**src/rtl/rf_wb_queue_pkg.sv**
```systemverilog
// rf_wb_queue_pkg
//   Shared definitions for the register-file writeback queue.
//   - DEF_DATA_W / DEF_SEL_W : default register data and select widths
//   - NUM_REGS               : number of registers addressed by a select
//   - wbq_entry_t            : one queued writeback {regsel, data}
package rf_wb_queue_pkg;

   localparam int DEF_DATA_W = 16;
   localparam int DEF_SEL_W  = 3;
   localparam int NUM_REGS   = 2 ** DEF_SEL_W;

   typedef struct packed {
      logic [DEF_SEL_W-1:0]  regsel;
      logic [DEF_DATA_W-1:0] data;
   } wbq_entry_t;

endpackage

```
**src/rtl/rf_wb_queue_fwd_sel.sv**
```systemverilog
// wbq_fwd_sel
//   Forwarding lookup over the writeback queue for one read select.
//   Ports:
//     regsel, data : queue storage, indexed physically
//     valid        : per-slot occupancy mask
//     head         : physical index of the oldest entry
//     sel          : register select being read
//     hit          : some valid entry targets sel
//     hit_data     : data of the youngest such entry, 0 when no hit
module wbq_fwd_sel
   import rf_wb_queue_pkg::*;
#(
   parameter int DEPTH  = 4,
   parameter int DATA_W = DEF_DATA_W,
   parameter int SEL_W  = DEF_SEL_W,
   parameter int PTR_W  = $clog2(DEPTH)
) (
   input  logic [SEL_W-1:0]  regsel [DEPTH],
   input  logic [DATA_W-1:0] data   [DEPTH],
   input  logic [DEPTH-1:0]  valid,
   input  logic [PTR_W-1:0]  head,
   input  logic [SEL_W-1:0]  sel,
   output logic              hit,
   output logic [DATA_W-1:0] hit_data
);

   logic [PTR_W-1:0] idx;

   // Walk slots oldest to youngest starting at head, so the last match wins.
   // Scanning by physical index would pick the wrong entry after a wrap.
   always_comb begin
      hit      = 1'b0;
      hit_data = '0;
      idx      = '0;
      for (int k = 0; k < DEPTH; k++) begin
         idx = head + PTR_W'(k);
         if (valid[idx] && (regsel[idx] == sel)) begin
            hit      = 1'b1;
            hit_data = data[idx];
         end
      end
   end

endmodule

```
**src/rtl/rf_wb_queue.sv**
```systemverilog
// rf_wb_queue
//   In-order writeback queue in front of the register file write port.
//   Ports:
//     clk, rst                         : clock, synchronous active-high reset
//     enq_valid/enq_regsel/enq_data    : writeback request from the pipeline
//     enq_ready                        : queue not full
//     hold                             : suppress draining this cycle
//     write/writeregsel/writedata      : register file write port (head entry)
//     read1regsel/read2regsel          : read selects for forwarding lookup
//     fwd1valid/fwd1data, fwd2*        : youngest queued value per read select
//     pending                          : bitmap of registers with queued writes
//     err                              : sticky, a request arrived while full
//
// Handshake: a request transfers on a clock edge where enq_valid and
// enq_ready are both high. enq_ready depends only on the occupancy before the
// edge (a same-cycle drain does not free a slot). enq_valid while enq_ready
// is low drops the request and sets err until reset.
module rf_wb_queue
   import rf_wb_queue_pkg::*;
#(
   parameter int DEPTH  = 4,
   parameter int DATA_W = DEF_DATA_W,
   parameter int SEL_W  = DEF_SEL_W
) (
   input  logic                 clk,
   input  logic                 rst,
   input  logic                 enq_valid,
   input  logic [SEL_W-1:0]     enq_regsel,
   input  logic [DATA_W-1:0]    enq_data,
   output logic                 enq_ready,
   input  logic                 hold,
   output logic                 write,
   output logic [SEL_W-1:0]     writeregsel,
   output logic [DATA_W-1:0]    writedata,
   input  logic [SEL_W-1:0]     read1regsel,
   input  logic [SEL_W-1:0]     read2regsel,
   output logic                 fwd1valid,
   output logic [DATA_W-1:0]    fwd1data,
   output logic                 fwd2valid,
   output logic [DATA_W-1:0]    fwd2data,
   output logic [2**SEL_W-1:0]  pending,
   output logic                 err
);

   localparam int PTR_W = $clog2(DEPTH);

   logic [SEL_W-1:0]  regsel_q [DEPTH];
   logic [DATA_W-1:0] data_q   [DEPTH];
   logic [PTR_W-1:0]  head, tail;
   logic [PTR_W:0]    count;
   logic [DEPTH-1:0]  valid;
   logic              not_empty;
   logic              enq_fire;

   assign not_empty   = (count != '0);
   assign enq_ready   = (count != (PTR_W+1)'(DEPTH));
   assign enq_fire    = enq_valid && enq_ready;
   assign write       = not_empty && !hold;
   assign writeregsel = not_empty ? regsel_q[head] : '0;
   assign writedata   = not_empty ? data_q[head]   : '0;

   // A slot is occupied when its distance from head is below count.
   always_comb begin
      valid = '0;
      for (int i = 0; i < DEPTH; i++) begin
         valid[i] = ({1'b0, PTR_W'(i) - head} < count);
      end
   end

   always_comb begin
      pending = '0;
      for (int i = 0; i < DEPTH; i++) begin
         if (valid[i]) pending[regsel_q[i]] = 1'b1;
      end
   end

   always_ff @(posedge clk) begin
      if (rst) begin
         head  <= '0;
         tail  <= '0;
         count <= '0;
         err   <= 1'b0;
      end else begin
         if (enq_fire) tail <= tail + 1'b1;
         if (write)    head <= head + 1'b1;
         case ({enq_fire, write})
            2'b10:   count <= count + 1'b1;
            2'b01:   count <= count - 1'b1;
            default: count <= count;
         endcase
         if (enq_valid && !enq_ready) err <= 1'b1;
      end
   end

   // Payload needs no reset: occupancy gates every use of it.
   always_ff @(posedge clk) begin
      if (!rst && enq_fire) begin
         regsel_q[tail] <= enq_regsel;
         data_q[tail]   <= enq_data;
      end
   end

   wbq_fwd_sel #(
      .DEPTH(DEPTH), .DATA_W(DATA_W), .SEL_W(SEL_W), .PTR_W(PTR_W)
   ) u_fwd1 (
      .regsel(regsel_q), .data(data_q), .valid(valid), .head(head),
      .sel(read1regsel), .hit(fwd1valid), .hit_data(fwd1data)
   );

   wbq_fwd_sel #(
      .DEPTH(DEPTH), .DATA_W(DATA_W), .SEL_W(SEL_W), .PTR_W(PTR_W)
   ) u_fwd2 (
      .regsel(regsel_q), .data(data_q), .valid(valid), .head(head),
      .sel(read2regsel), .hit(fwd2valid), .hit_data(fwd2data)
   );

endmodule

```
**config.mk**
```make
export PLATFORM = sky130hd
export DESIGN_NAME = rf_wb_queue
export DESIGN_NICKNAME = d
export VERILOG_FILES = /design/src/rtl/rf_wb_queue_pkg.sv /design/src/rtl/rf_wb_queue_fwd_sel.sv /design/src/rtl/rf_wb_queue.sv
export SDC_FILE = /design/constraint.sdc
export NUM_CORES = 1
export LEC_CHECK = 0
export ABC_AREA = 1
export CAP_MARGIN = 10
export CORE_MARGIN = 2
export CORE_UTILIZATION = 35
export CTS_BUF_LIST = sky130_fd_sc_hd__clkbuf_16
export DETAILED_ROUTE_END_ITERATION = 7
export PLACE_DENSITY_LB_ADDON = 0.05
export RECOVER_POWER = 50
export SYNTH_ARGS = -nofsm -noshare
export SYNTH_HDL_FRONTEND = slang
export SYNTH_SLANG_ARGS = --single-unit
```
**constraint.sdc**
```tcl
create_clock -name clk -period 3.8 [get_ports clk]
set_input_delay 0.76 -clock clk [delete_from_list [all_inputs] [get_ports clk]]
set_output_delay 0.76 -clock clk [all_outputs]
set_load 0.005 [all_outputs]
```
After elaboration in Yosys (flattened, before gate mapping):

Cells that the tools add are included.

* register bits: 84
* logic and storage cells: 154
* output and inout bits: 64
* bits of input ports: 29

* multiplexer cells: 69
* reduce and logical (&&, ||, !) cells: 22
* order comparisons: 22
* bitwise gates (word level): 8
* equal/unequal tests: 11
* add/subtract/negate cells: 10

Operator list (count)
* 16-bit 2-to-1 mux: 18
* 16-bit binary-select mux with 2-bit select: 4
* 64-bit bitwise mux: 1
* 16-bit demux with 2-bit select: 1
* 8-bit 2-to-1 mux: 4
* 3-bit 2-to-1 mux: 10
* 3-bit binary-select mux with 2-bit select: 4
* 3-bit == test: 8
* 8-bit bitwise OR: 3
* 1-bit logical AND: 17
* 3-bit by 4-bit less-than comparator with 1-bit output, second input constant: 4
* 1-bit 2-to-1 mux: 16
* 3-bit >= comparator, second input constant: 5
* 2-bit NOT with 3-bit output: 5
* 12-bit bitwise mux: 1
* 1-bit demux with 3-bit select: 4
* 3-bit by 1-bit >= comparator with 1-bit output, second input constant: 4
* 2-bit by 3-bit less-than comparator with 1-bit output: 4
* 2-bit by 3-bit less-than comparator with 1-bit output, second input constant: 4
* 1-bit binary-select mux with 2-bit select: 4
* 3-bit demux with 2-bit select: 1
* 3-bit one-hot mux with 2 select lines: 1
* 2-bit by 1-bit adder with 2-bit output, second input constant: 2
* 2-bit adder, second input constant: 2
* 11 further kinds: 15

Depth between registers and ports, before layout:

* word-level depth: 11
* mapped depth: 22
* gate-level depth less buffers: 17

Modules after synthesis:

A second synthesis with hierarchy kept.

* cell total of the unflattened synthesis: 1751
* area total of the unflattened synthesis: 10181.0 µm²

Modules (own cells, without submodules)
* wbq_fwd_sel: times used 2, area an instance 3101.7 µm², cells an instance 675
* rf_wb_queue: times used 1, area an instance 3977.6 µm², cells an instance 401

Worst setup path after synthesis:

No wires, ideal clock.

* path kind: register to output
* start: reg head[0]
* end: out fwd2data[13]
* data required time: 3040 ps
* path buffers: 5
* slack: 452 ps
* stages on the path, launching flop included: 21
* arrival: 2588 ps
* cell sequence: dfxtp_1 -> buf_4 -> nand2_1 -> nand2_2 -> buf_6 -> clkbuf_1 -> buf_2 -> ha_1 -> inv_1 -> nor2_1 -> nand2_1 -> nand3_1 -> nand3_2 -> nand2_2 -> nor2_4 -> nand2_4 -> buf_6 -> o21ai_0 -> inv_1 -> nand2_1 -> nand2_1

* word-level cells in the longest chain between the ends: 10
* elaborated cells on any way between the ends: 59
* those cells by class: add/sub (7); order compare (4); eq/ne (4); mux (36); bitwise (4); reduce/logical (4)

RTL lines
* start: declaration: RTL line rf_wb_queue.sv:49 `logic [PTR_W-1:0] head, tail;`
* start signal: assignment: RTL line rf_wb_queue.sv:85 `if (write) head <= head + 1'b1;`
* parallel branches: the longest is 9 deep, another holds 2-bit by 3-bit less-than comparator with 1-bit output
* 16-bit 2-to-1 mux (*): RTL line rf_wb_queue_fwd_sel.sv:37 `if (valid[idx] && (regsel[idx] == sel)) begin`
* end: declaration: RTL line rf_wb_queue.sv:40 `output logic [DATA_W-1:0] fwd2data,`

Mark *: on every way between the ends. The select of a mux whose other input is x is not followed.

Worst setup path after layout:

* start: reg head[0]
* end: out fwd1data[8]

* word-level cells in the longest chain between the ends: 10
* elaborated cells on any way between the ends: 59
* those cells by class: add/sub (7); order compare (4); eq/ne (4); mux (36); bitwise (4); reduce/logical (4)

RTL lines
* parallel branches: the longest is 9 deep, another holds 2-bit by 3-bit less-than comparator with 1-bit output
* 16-bit 2-to-1 mux (*): RTL line rf_wb_queue_fwd_sel.sv:37
* end: declaration: RTL line rf_wb_queue.sv:38 `output logic [DATA_W-1:0] fwd1data,`

Marked as above.

==> results.sh <==
export IMPL_worstPathCellList="inv_2 -> nand2_1 -> nand2_2 -> buf_6 -> nand2_1 -> nand3_1 -> nand2_1 -> nor2_8 -> nand3_4 -> a21oi_2 -> nand2_1 -> a21oi_1 -> clkdlybuf4s50_1"
export IMPL_report_final_hold_viol_count=0
export IMPL_min_from="err$_SDFFE_PP0P_"
export IMPL_hpwl_mm=17.71
export IMPL_final_period_utilization=0.9699
export IMPL_grt_pass1_wl_mm=35.47
export IMPL_clkTransAtPathRegs_ns=0.06
export IMPL_synth_area_um2=7214
export IMPL_arrival_ns=2.93
export IMPL_synth_cell_types=34
export IMPL_ys_seq_area_frac=0.3385
export IMPL_pwr_share_clk=0.109
export IMPL_slew_viol_final=0
export IMPL_place_ws_ns=0.04499
export IMPL_finalPower_mw=7.722
export IMPL_ys_seq_elements=84
export IMPL_antenna_found_initial=0
export IMPL_die_area_um2=21780
export IMPL_pin_count=93
export IMPL_rr_endpoint="count[1]$_SDFFE_PP0P_"
export IMPL_synthToLayoutAreaGrowth_pct=26.79
export IMPL_clock_sinks=84
export IMPL_grt_usage=0.2065
export IMPL_vias=7353
export IMPL_layout_common_cells="nand2_1, inv_1, nand3_1"
export IMPL_syn_inst=1126
export IMPL_maxCapViolCount=0
export IMPL_combPwrFrac=0.744
export IMPL_ant_nets=0
export IMPL_cp_startpoint="head[0]$_SDFFE_PP0P_"
export IMPL_maxSlewHeadroom=0.1647
export IMPL_drt_wl_total_mm=23.19
export IMPL_crit_top_cell="nand2_1"
export IMPL_r2r_start="count[2]$_SDFFE_PP0P_"
export IMPL_rows=52
export IMPL_rsz0062_at_grt="yes"
export IMPL_io_buffers=92
export IMPL_reg2regPathDepth=9
export IMPL_fin_crit_ns=3.686
export IMPL_status="finished clean"
export IMPL_switching_power_mw=3.881
export IMPL_fin_worst_skew_ns=0.006303
export IMPL_synthesis_nets=1165
export IMPL_grt_overflow=0
export IMPL_hold_path_depth=2
export IMPL_wl_per_cell_um=15.50
export IMPL_r2r_slack_ns=0.90
export IMPL_n_antenna_cell=0
export IMPL_crit_type="register to primary output"
export IMPL_p_leak_nw=4.472
export IMPL_synth_top_area_frac=0.3163
export IMPL_p_per_area_nw_per_um2=844.2
export IMPL_placed_cells=1466
export IMPL_gp_congestion=0.8749
export IMPL_slowest_delay_ns=0.52
export IMPL_p_int_mw=3.841
export IMPL_endpoint_kind="primary output"
export IMPL_core_area_um2=20230
export IMPL_final_common_cell="nand2_1"
export IMPL_tightest_slew_ns=1.253
export IMPL_route_detailed_drc=0
export IMPL_cp_required_ns=3.04
export IMPL_crit_buf_inv=3
export IMPL_ctsHtreeMaxLevel=3
export IMPL_vdd_drop_max_mv=0.3545
export IMPL_nets=1260
export IMPL_initial_utilization=0.3565
export IMPL_setup_slack_ns=0.1142
export IMPL_syn_avg_cell_area_um2=6.407
export IMPL_whs_ns=0.4540
export IMPL_hold_path_class="register to register"
export IMPL_p_sw_frac=0.5026
export IMPL_fmax_ghz=0.2713
export IMPL_drive_gt1_frac=0.09543
export IMPL_grt_max_degree=49
export IMPL_synth_warnings=0
export IMPL_slowest_stage="clkdlybuf4s50_1"
export IMPL_clock_path_buffers=2
export IMPL_fin_cells=1496
export IMPL_drt_pass1_iterations=6
export IMPL_setup_viol=0
export IMPL_fin_setup_tns_ns=0
export IMPL_synth_top_cells_by_area="edfxtp_1, nand2_1, nand3_1"
export IMPL_drt_iter0_markers=728
export IMPL_clkLatencyLatePin_ns=0.33
export IMPL_cts_tree="built"
export IMPL_worstHoldEndpoint="err$_SDFFE_PP0P_"
export IMPL_cts_buffers=9
export IMPL_cts_root_buf="clkbuf_16"
export IMPL_seq_power_share=0.147
export IMPL_grt_pass1_vias=6283
export IMPL_via_per_inst=4.915
export IMPL_critPathTopFamily="simple AND/OR/NAND/NOR gates"
export IMPL_critPathMaxFanout=40
export IMPL_critPathLaunchType="register"
export IMPL_die_w_um=147.6
export IMPL_fp_dieH_um=147.6
export IMPL_yosysTopAreaCell="edfxtp_1"
-- power by group through the flow --
stage	sequential [mW]	combinational, mW	clock (mW)
3_3_place_gp	1.15	5.17	0
2_1_floorplan	1.13	3.18	0
5_1_grt	1.15	6.34	0.899
4_1_cts	1.13	5.22	0.859
3_5_place_dp	1.15	5.18	0
6_report	1.14	5.75	0.838
-- worst register-to-register path: stages, from the launching register on --
cell and delay [ns]:
dfxtp_1 0.39, nor3_1 0.22, clkbuf_1 0.86, nor2_1 0.32, ha_1 0.30, inv_1 0.09, fa_1 0.42, nor2_1 0.10
a21oi_1 0.05, nor2_1 0.08
-- routing by layer --
layer,track usage,share of wire
met1,0.3509,0.53
met2,0.2700,0.39
met3,0.03025,0.072
met4,0.03558,0.0095
met5,0,0
-- logic make-up (layout without fill, tap and decap cells) --
kind of cell / Yosys count / count (layout) / synth area share
AND/OR/NAND/NOR: 720 / 721 / 0.4296
adder cells (fa/ha/maj): 10 / 10 / 0.01838
buffers and inverters: 182 / 281 / 0.1100
flip-flops: 84 / 84 / 0.3385
XOR/XNOR: 11 / 11 / 0.01596
AO/OA/AOI/OAI: 119 / 119 / 0.08758
-- flip-flops by register name, indices dropped and copies added, names as in the netlist --
name and flops:
regsel_q 12, count 3, head 2, err 1, tail 2, data_q 64
-- Yosys cell counts --
master     count
buf_1          5
nand3_1      120
o21ai_1        2
nand3_4        2
inv_4          1
buf_4          6
nor2_4         4
nand2_1      477
o21ai_2        3
inv_2          3
nand4_1       38
ha_1           9
nand2_4        1
nor2_1        56
nor2_8         1
nor2_2         1
nand2_2       10
xor2_4         1
clkbuf_1      14
nor3_1         1
inv_1        120
buf_6          7
edfxtp_1      76
a22oi_1        1
o2111ai_1      5
a21oi_2        1
dfxtp_1        8
o21ai_0       95
fa_1           1
nand3_2        3
buf_2         26
a21oi_1       12
nand3b_1       6
xor2_1        10
-- timing repair --
action	CTS	global route
hold buffers	0	0
pin swaps	1	9
setup endpoints to repair	33	34
hold endpoints to repair	0	0
resized for setup	8	56
buffers inserted	0	9
cloned	0	5
-- how the worst max path moves through the flow --
stage | end | slack (ns) | cells past startpoint
after floorplan | fwd2data[13] | 0.45 | 20
after global routing | fwd1data[3] | -0.10 | 18
after global placement | fwd1data[2] | 0.01 | 10
after detailed placement | fwd1data[2] | 0.04 | 10
after CTS | fwd1data[2] | 0.01 | 13
final | fwd1data[8] | 0.11 | 13
-- metrics by stage --
step | instance area (um^2) | util
after detailed placement | 8487 | 0.4194
final | 9148 | 0.4521
after global placement | 8487 | 0.4194
after global routing | 9148 | 0.4521
after CTS | 8803 | 0.4351
after floorplan | 7214 | -
-- final cells by class --
cell class                      count  area [um^2]
Tap cell                          270        337.8
Clock inverter                      7        66.31
Timing Repair Buffer              141         1489
Fill cell                        2110        11090
Sequential cell                    84         2451
Inverter                          124        470.5
Multi-Input combinational cell    861         4108
Clock buffer                        9        225.2
(Power assumes the default switching activity.)
